`config.mk`:
```
export PLATFORM = sky130hd
export DESIGN_NAME = hit_resolver
export DESIGN_NICKNAME = d
export VERILOG_FILES = /design/src/rtl/hit_resolver.sv
export SDC_FILE = /design/constraint.sdc
export NUM_CORES = 1
export LEC_CHECK = 0
export BUFFER_PORTS_ARGS = -buffer_cell sky130_fd_sc_hd__buf_2
export CORE_ASPECT_RATIO = 0.75
export CORE_MARGIN = 10
export CORE_UTILIZATION = 61
export DETAILED_ROUTE_END_ITERATION = 7
export PLACE_DENSITY_LB_ADDON = 0.05
export SYNTH_ARGS = -nofsm -noshare
export SYNTH_HDL_FRONTEND = slang
export SYNTH_SLANG_ARGS = --single-unit
```
`constraint.sdc`:
```
create_clock -name clk -period 5.65 [get_ports clk]
set_input_delay 0.565 -clock clk [delete_from_list [all_inputs] [get_ports clk]]
set_output_delay 0.565 -clock clk [all_outputs]
set_load 0.05 [all_outputs]
```
`src/rtl/hit_resolver.sv`:
```
// Hit resolver: turns hit-detector flags into health loss, hitstun, post-hit
// invulnerability and the end-of-round result for a two-player fighting game.
module hit_resolver #(
  parameter logic [6:0] MAX_HEALTH    = 7'd100,
  parameter logic [6:0] BASIC_DMG     = 7'd10,
  parameter logic [6:0] DIR_DMG       = 7'd15,
  parameter logic [5:0] STUN_FRAMES   = 6'd20,
  parameter logic [5:0] INVULN_FRAMES = 6'd30
) (
  input  logic       clk,
  input  logic       rst,
  input  logic       frame_tick,
  input  logic       round_start,
  input  logic       hitscan1,
  input  logic       hitscan2,
  input  logic [3:0] Player1NS,
  input  logic [3:0] Player2NS,
  output logic [6:0] health1,
  output logic [6:0] health2,
  output logic       stun1,
  output logic       stun2,
  output logic       invuln1,
  output logic       invuln2,
  output logic       game_over,
  output logic [1:0] winner
);

  typedef enum logic [1:0] {DEF_IDLE, DEF_STUN, DEF_INVULN} def_state_e;
  typedef enum logic {ROUND_PLAYING, ROUND_OVER} round_state_e;

  // A zero-length phase still lasts exactly one frame_tick.
  localparam logic [5:0] STUN_LOAD   = (STUN_FRAMES == 6'd0)   ? 6'd0 : STUN_FRAMES - 6'd1;
  localparam logic [5:0] INVULN_LOAD = (INVULN_FRAMES == 6'd0) ? 6'd0 : INVULN_FRAMES - 6'd1;

  round_state_e round_state_q, round_state_d;
  logic [1:0]   winner_q, winner_d;
  logic         game_over_q, game_over_d;
  logic         health1_zero, health2_zero;
  logic         force_idle;

  logic [1:0] hitscan_v;
  logic [3:0] attacker_ns [2];

  assign hitscan_v      = {hitscan2, hitscan1};
  assign attacker_ns[0] = Player2NS;
  assign attacker_ns[1] = Player1NS;

  generate
    for (genvar gi = 0; gi < 2; gi++) begin : g_def
      def_state_e state_q, state_d;
      logic [5:0] cnt_q, cnt_d;
      logic [6:0] health_q, health_d;
      logic       hit_prev_q;
      logic       stun_q, stun_d;
      logic       invuln_q, invuln_d;
      logic       hev;
      logic [6:0] dmg;
      logic       dmg_valid;

      assign hev = hitscan_v[gi] & ~hit_prev_q;

      always_comb begin
        dmg       = 7'd0;
        dmg_valid = 1'b0;
        case (attacker_ns[gi])
          4'd4: begin dmg = BASIC_DMG; dmg_valid = 1'b1; end
          4'd7: begin dmg = DIR_DMG;   dmg_valid = 1'b1; end
          default: ;
        endcase
      end

      always_comb begin
        state_d  = state_q;
        cnt_d    = cnt_q;
        health_d = health_q;
        if (round_start) begin
          state_d  = DEF_IDLE;
          cnt_d    = 6'd0;
          health_d = MAX_HEALTH;
        end else if (force_idle) begin
          // Round is over (or ending this edge): health frozen, no stun/invuln.
          state_d = DEF_IDLE;
          cnt_d   = 6'd0;
        end else begin
          case (state_q)
            DEF_IDLE: begin
              if (hev && dmg_valid) begin
                health_d = (health_q > dmg) ? health_q - dmg : 7'd0;
                state_d  = DEF_STUN;
                cnt_d    = STUN_LOAD;
              end
            end
            DEF_STUN: begin
              if (frame_tick) begin
                if (cnt_q == 6'd0) begin
                  state_d = DEF_INVULN;
                  cnt_d   = INVULN_LOAD;
                end else begin
                  cnt_d = cnt_q - 6'd1;
                end
              end
            end
            DEF_INVULN: begin
              if (frame_tick) begin
                if (cnt_q == 6'd0) state_d = DEF_IDLE;
                else               cnt_d   = cnt_q - 6'd1;
              end
            end
            default: begin
              state_d = DEF_IDLE;
              cnt_d   = 6'd0;
            end
          endcase
        end
        stun_d   = (state_d == DEF_STUN);
        invuln_d = (state_d == DEF_INVULN);
      end

      always_ff @(posedge clk) begin
        if (rst) begin
          state_q    <= DEF_IDLE;
          cnt_q      <= 6'd0;
          health_q   <= MAX_HEALTH;
          hit_prev_q <= 1'b0;
          stun_q     <= 1'b0;
          invuln_q   <= 1'b0;
        end else begin
          state_q    <= state_d;
          cnt_q      <= cnt_d;
          health_q   <= health_d;
          hit_prev_q <= hitscan_v[gi];
          stun_q     <= stun_d;
          invuln_q   <= invuln_d;
        end
      end
    end
  endgenerate

  assign health1_zero = (g_def[0].health_q == 7'd0);
  assign health2_zero = (g_def[1].health_q == 7'd0);

  always_comb begin
    round_state_d = round_state_q;
    winner_d      = winner_q;
    if (round_start) begin
      round_state_d = ROUND_PLAYING;
      winner_d      = 2'b00;
    end else if (round_state_q == ROUND_PLAYING && (health1_zero || health2_zero)) begin
      round_state_d = ROUND_OVER;
      winner_d      = {health1_zero, health2_zero};
    end
    game_over_d = (round_state_d == ROUND_OVER);
    force_idle  = (round_state_d == ROUND_OVER);
  end

  always_ff @(posedge clk) begin
    if (rst) begin
      round_state_q <= ROUND_PLAYING;
      winner_q      <= 2'b00;
      game_over_q   <= 1'b0;
    end else begin
      round_state_q <= round_state_d;
      winner_q      <= winner_d;
      game_over_q   <= game_over_d;
    end
  end

  assign health1   = g_def[0].health_q;
  assign health2   = g_def[1].health_q;
  assign stun1     = g_def[0].stun_q;
  assign stun2     = g_def[1].stun_q;
  assign invuln1   = g_def[0].invuln_q;
  assign invuln2   = g_def[1].invuln_q;
  assign game_over = game_over_q;
  assign winner    = winner_q;

endmodule

```
# After elaboration in Yosys (flattened, before gate mapping)

Index checks and enable logic that the tools add are counted.

Bits in registers: 39
Bits in latches: 0
Memory bits (writable): 0
ROM bits: 0
Bits of input ports: 14
Output and inout bits: 21
Logic and storage cells: 100
Memories: 0

Add/sub/neg operators: 4
$mul: 0
Div/mod/pow operators: 0
$lt $le $gt $ge: 2
Equality and inequality tests: 20
Shift-type cells: 0
Mux-type cells: 36
Bitwise gates (word level): 6
Reduce and logical (&&, ||, !) cells: 18

Operator list:

| kind                                                                | count |
|---|---|
| 6-bit two-way mux                                                   | 10 |
| 6-bit one-hot mux with 3 select lines                               | 2 |
| 2-bit two-way mux                                                   | 14 |
| 4-bit by 3-bit == test with 1-bit output (second input constant)    | 4 |
| 2-bit inequality test (second input constant)                       | 8 |
| 4-bit one-hot mux with 2 select lines                               | 2 |
| 7-bit greater-than comparator                                       | 2 |
| 7-bit zero test                                                     | 2 |
| 7-bit two-way mux                                                   | 2 |
| 7-bit subtractor                                                    | 2 |
| 6-bit zero test                                                     | 2 |
| 2-bit one-hot mux with 3 select lines                               | 2 |
| 6-bit by 1-bit subtractor with 6-bit output (second input constant) | 2 |
| 2-bit by 1-bit == test with 1-bit output (second input constant)    | 4 |
| 2-bit == test (second input constant)                               | 4 |
| 4-bit AND reduction                                                 | 2 |
| 3-bit AND reduction                                                 | 2 |
| 2-bit OR reduction                                                  | 3 |
| 2-bit zero test                                                     | 2 |
| 1-bit two-way mux                                                   | 4 |
| 1-bit inverter                                                      | 4 |
| 1-bit logical AND                                                   | 3 |
| 3-bit OR reduction                                                  | 1 |
| 1-bit AND                                                           | 2 |
| 1-bit logical OR                                                    | 1 |

# Depth between registers and ports, before layout

Depth in word-level cells: 9
Depth in mapped cells: 10
Mapped depth without buffers: 10

# Worst setup path before layout

Ideal clock, no wire load.

Kind: input port to flip-flop
From: input Player1NS[1]
To: register g_def[1].health_q[1] (netlist: health2[1])
Library setup time: 70 ps
Arrival time: 2475 ps
Data required time: 5580 ps
Setup slack: 3105 ps
Cell stages on the path: 9
Path buffers: 1
Path through: xnor2_1 -> nand2_1 -> ha_1 -> and4_1 -> a22o_1 -> or2_0 -> buf_2 -> or4_1 -> a21oi_1

Word-level cells in the longest chain between the ends: 5
Elaborated cells between the ends (all ways): 10
Those cells by class: add/sub: 1; order compare: 1; eq/ne: 2; mux: 3; reduce/logical: 3

Ends and longest elaborated chain:

| what                                                                     | RTL line | source |
|---|---|---|
| from (decl)                                                              | 16       | `input logic [3:0] Player1NS,` |
| parallel branches: the longest is 5 deep, another holds 7-bit subtractor | -        |  |
| to (signal assigned)                                                     | 130      | `health_q <= health_d;` |
| to (decl)                                                                | 52       | `logic [6:0] health_q, health_d;` |

Parallel ways; which one is timed is not known.
A chain may end at the register's enable or synchronous reset.

# Final worst setup path

Ends and elaborated chain as after synthesis.

==> flow_summary_export.csv <==
group,metric,value,unit
outcome,outcome,"complete, no violations",
setup_path,critPathTopFamily,"simple AND/OR/NAND/NOR gates",
sta,hold_viol,0,
setup_path,crit_path_cell_trace,"buf_2 -> xnor2_1 -> nand2_1 -> ha_1 -> and2b_1 -> and4bb_2 -> or2_0 -> or4_1 -> a21oi_1",
setup_path,cp.required,5.89,ns
floorplanning,placementRows,19,
floorplanning,die_h,74.27,um
hold_path,hold_path.class,"reg -> reg",
clock_tree,clock_latency,0.30,ns
place,finalWeightedCongestion,0.9101,
floorplanning,io_pins,35,
clock_tree,clock_path_buffers,2,
sta,fmax,0.3993,GHz
synth,synth-seq-cells,39,
clock_tree,cts_tree,"done",
setup_path,slowest_delay,0.43,ns
synth,synthArstFlopShare,0,%
clock_tree,root_buffer,"clkbuf_8",
setup_path,start_kind,"primary input",
sta,slew_headroom,41.18,%
power_and_ir_drop,power_density,214.9,nW/um^2
clock_tree,cts.clk_slew.worst_paths,0.08,ns
power_and_ir_drop,power.leakage,1.029,nW
drt,wirelength,5702,um
synth,synth_ff_type,"dfxtp_1",
sta,slew_viol_final,0,
synth,synthesis.area,2395,um^2
floorplanning,die_w,92.35,um
grt,grt_max_degree,17,
clock_tree,post-cts-setup-buffers,0,
grt,grt_pass1_wl,9708,um
synth,synth.avg_cell_area,8.173,um^2
power_and_ir_drop,p_total,0.5776,mW
sta,period_needed,2.505,ns
sta,finalCritPeriodShare,44.33,%
sta,worstMarginPinSlew,0.8782,ns
synth,yosys_warnings,0,
grt,grtUsageTotal,17.05,%
clock_tree,cts-resized-gates,0,
hold_path,whs_path_depth,2,
synth,ys_seq_area_share,32.60,%
floorplanning,die_area,6858,um^2
synth,synth_cell_types,56,
cells_and_area,drive_gt1_share,15.84,%
cells_and_area,fin_nets,347,
setup_path,critPathCaptureType,"flip-flop",
hold_path,hold_start,"winner[0]",
setup_path,r2r-end,"health1[6]",
clock_tree,cts_hold_buf,0,
setup_path,critPathBufInv,1,
run,max-cap-violations,0,
drt,ant_nets,0,
synth,syn-instance-count,293,
place,hpwl,4296,um
setup_path,crit_fanout,7,
setup_path,critPathArrivalTime,2.74,ns
sta,rsz0062_at_grt,"no",
synth,synth_edf_count,0,
power_and_ir_drop,vdd_drop_max,0.0001775,V
setup_path,worst-r2r-setup-slack,3.28,ns
drt,wire_per_inst,15.25,um
clock_tree,cts_sinks,39,
hold_path,holdPathEnd,"winner[0]",
grt,grt_overflow,0,
sta,finClkSkew,0.006674,ns
sta,timing.setup.tns,0,ns
synth,synth_nets,319,
place,placed_area,2575,um^2
cells_and_area,n_antenna_cell,0,
place,portBuffers,34,
floorplanning,core,3732,um^2
clock_tree,htreeDepth,2,
setup_path,r2r_start,"health2[1]",
grt,antenna_found_initial,0,
drt,drt_pass1_iterations,4,
setup_path,slowest_stage,"or4_1",
drt,post_drt_via_cell_ratio,6.142,
setup_path,worst-setup-path-type,"in -> reg",
drt,drc,0,
drt,routed-via-count,2297,
floorplanning,start_util,64.16,%
drt,drt_iter0_drc,130,
sta,setup_viol,0,
grt,grt_pass1_vias,2067,
clock_tree,cts_buffers,5,
setup_path,worstRegToRegCells,5,
cells_and_area,area_delta_synth_final,12.23,%
cells_and_area,final_cell_area,2688,um^2
==> placed cells by master (no fill, tap or decap), types with 4 or more instances in the layout <==
cell and instances:
dfxtp_1 39, buf_2 34, a21oi_1 22, o21ai_0 21, nand2_1 20, nor2_1 18
inv_1 17, nor2b_1 10, nor3_1 10, ha_1 10, nand3_1 9, a211oi_1 9
nor4_1 7, nor3b_1 6, or3_1 5, a32o_1 5, clkbuf_8 5, xor2_1 4
nand2b_1 4
==> stage by stage <==
stage | setup slack [ns] | hold WS [ns] | utilization (%) | std cells
after CTS | 3.170 | 0.4642 | 72.01 | 374
after global placement | 2.893 | 0.4424 | 68.99 | 366
final | 3.145 | 0.4635 | 72.01 | 374
after floorplan | 3.105 | 0.4579 | - | 293
after global routing | 2.915 | 0.4783 | 72.01 | 374
after detailed placement | 2.842 | 0.4492 | 68.99 | 366
==> layer usage <==
| layer | up-vias | routed length [um] | GRT usage (%) |
|---|---|---|---|
| li1 | 1158 | - | - |
| met2 | 70 | 2410 | 25.47 |
| met3 | 7 | 414 | 5.025 |
| met5 | - | 0 | 0 |
| met1 | 1062 | 2813 | 23.24 |
| met4 | 0 | 63 | 5.290 |
==> logic make-up (layout without fill, tap and decap cells) <==
family / after synthesis / in the layout / share of synthesized area, %
AO/OA/AOI/OAI: 88 / 88 / 24.77
XOR/XNOR: 7 / 7 / 2.560
adder cells (fa/ha/maj): 12 / 12 / 6.897
buffers and inverters: 30 / 59 / 4.964
flip-flops: 39 / 39 / 32.60
multiplexers: 2 / 2 / 0.8360
AND/OR/NAND/NOR: 115 / 115 / 27.38
==> area by class of cell <==
| class | instances | area [um^2] |
|---|---|---|
| tap | 52 | 65.06 |
| sequential | 39 | 780.7 |
| inverter | 17 | 63.81 |
| fill | 326 | 1045 |
| timing repair buffer | 34 | 170.2 |
| clock buffer | 5 | 68.82 |
| clock inverter | 3 | 43.79 |
| multi-input combinational | 224 | 1495 |
==> worst min-delay path, stage by stage (launching register included) <==
cell and delay (ns):
dfxtp_1 0.31, nand2_1 0.06, a21oi_1 0.05
==> flip-flops by register name, summed over array words and instances, names as in the netlist, 2 cells and up <==
signal,cells
g_def.cnt_q,12
g_def.hit_prev_q,2
winner,2
g_def.state_q,4
health1,7
health2,7
==> power breakdown <==
group / internal [mW] / switching (mW) / total [mW]
logic: 0.0225 / 0.0373 / 0.0598
registers: 0.277 / 0.00232 / 0.279
clock network: 0.132 / 0.107 / 0.238
==> worst max path at each step <==
stage	start	to	depth (start not counted)
after floorplan	Player1NS[1]	health2[1]	9
after global placement	Player1NS[1]	health2[1]	9
after detailed placement	Player1NS[1]	health2[1]	9
after CTS	Player1NS[1]	health2[1]	9
after global routing	Player1NS[1]	health2[1]	9
final	Player1NS[1]	health2[1]	9
==> Yosys cell counts (3+ instances only) <==
library cell / count / area, um^2
o311ai_0: 3 / 26.28
xor2_1: 4 / 35.03
nand2b_1: 4 / 25.02
a31oi_1: 3 / 18.77
inv_1: 17 / 63.81
or4_1: 3 / 22.52
or3_1: 5 / 31.28
nand3_1: 9 / 45.04
nor3b_1: 6 / 45.04
dfxtp_1: 39 / 780.8
a21o_1: 3 / 22.52
a32o_1: 5 / 50.05
nor4_1: 7 / 43.79
a21oi_1: 22 / 110.1
nand2_1: 20 / 75.07
o31ai_1: 3 / 22.52
ha_1: 10 / 125.1
nor2_1: 18 / 67.56
a211oi_1: 9 / 67.56
nor3_1: 10 / 50.05
xnor2_1: 3 / 26.28
and4_1: 3 / 26.28
o21ai_0: 21 / 105.1
clkbuf_1: 10 / 37.54
nor2b_1: 10 / 62.56
and2_1: 3 / 18.77
o41ai_1: 3 / 26.28
No activity file was read; power rests on OpenSTA's default activity.
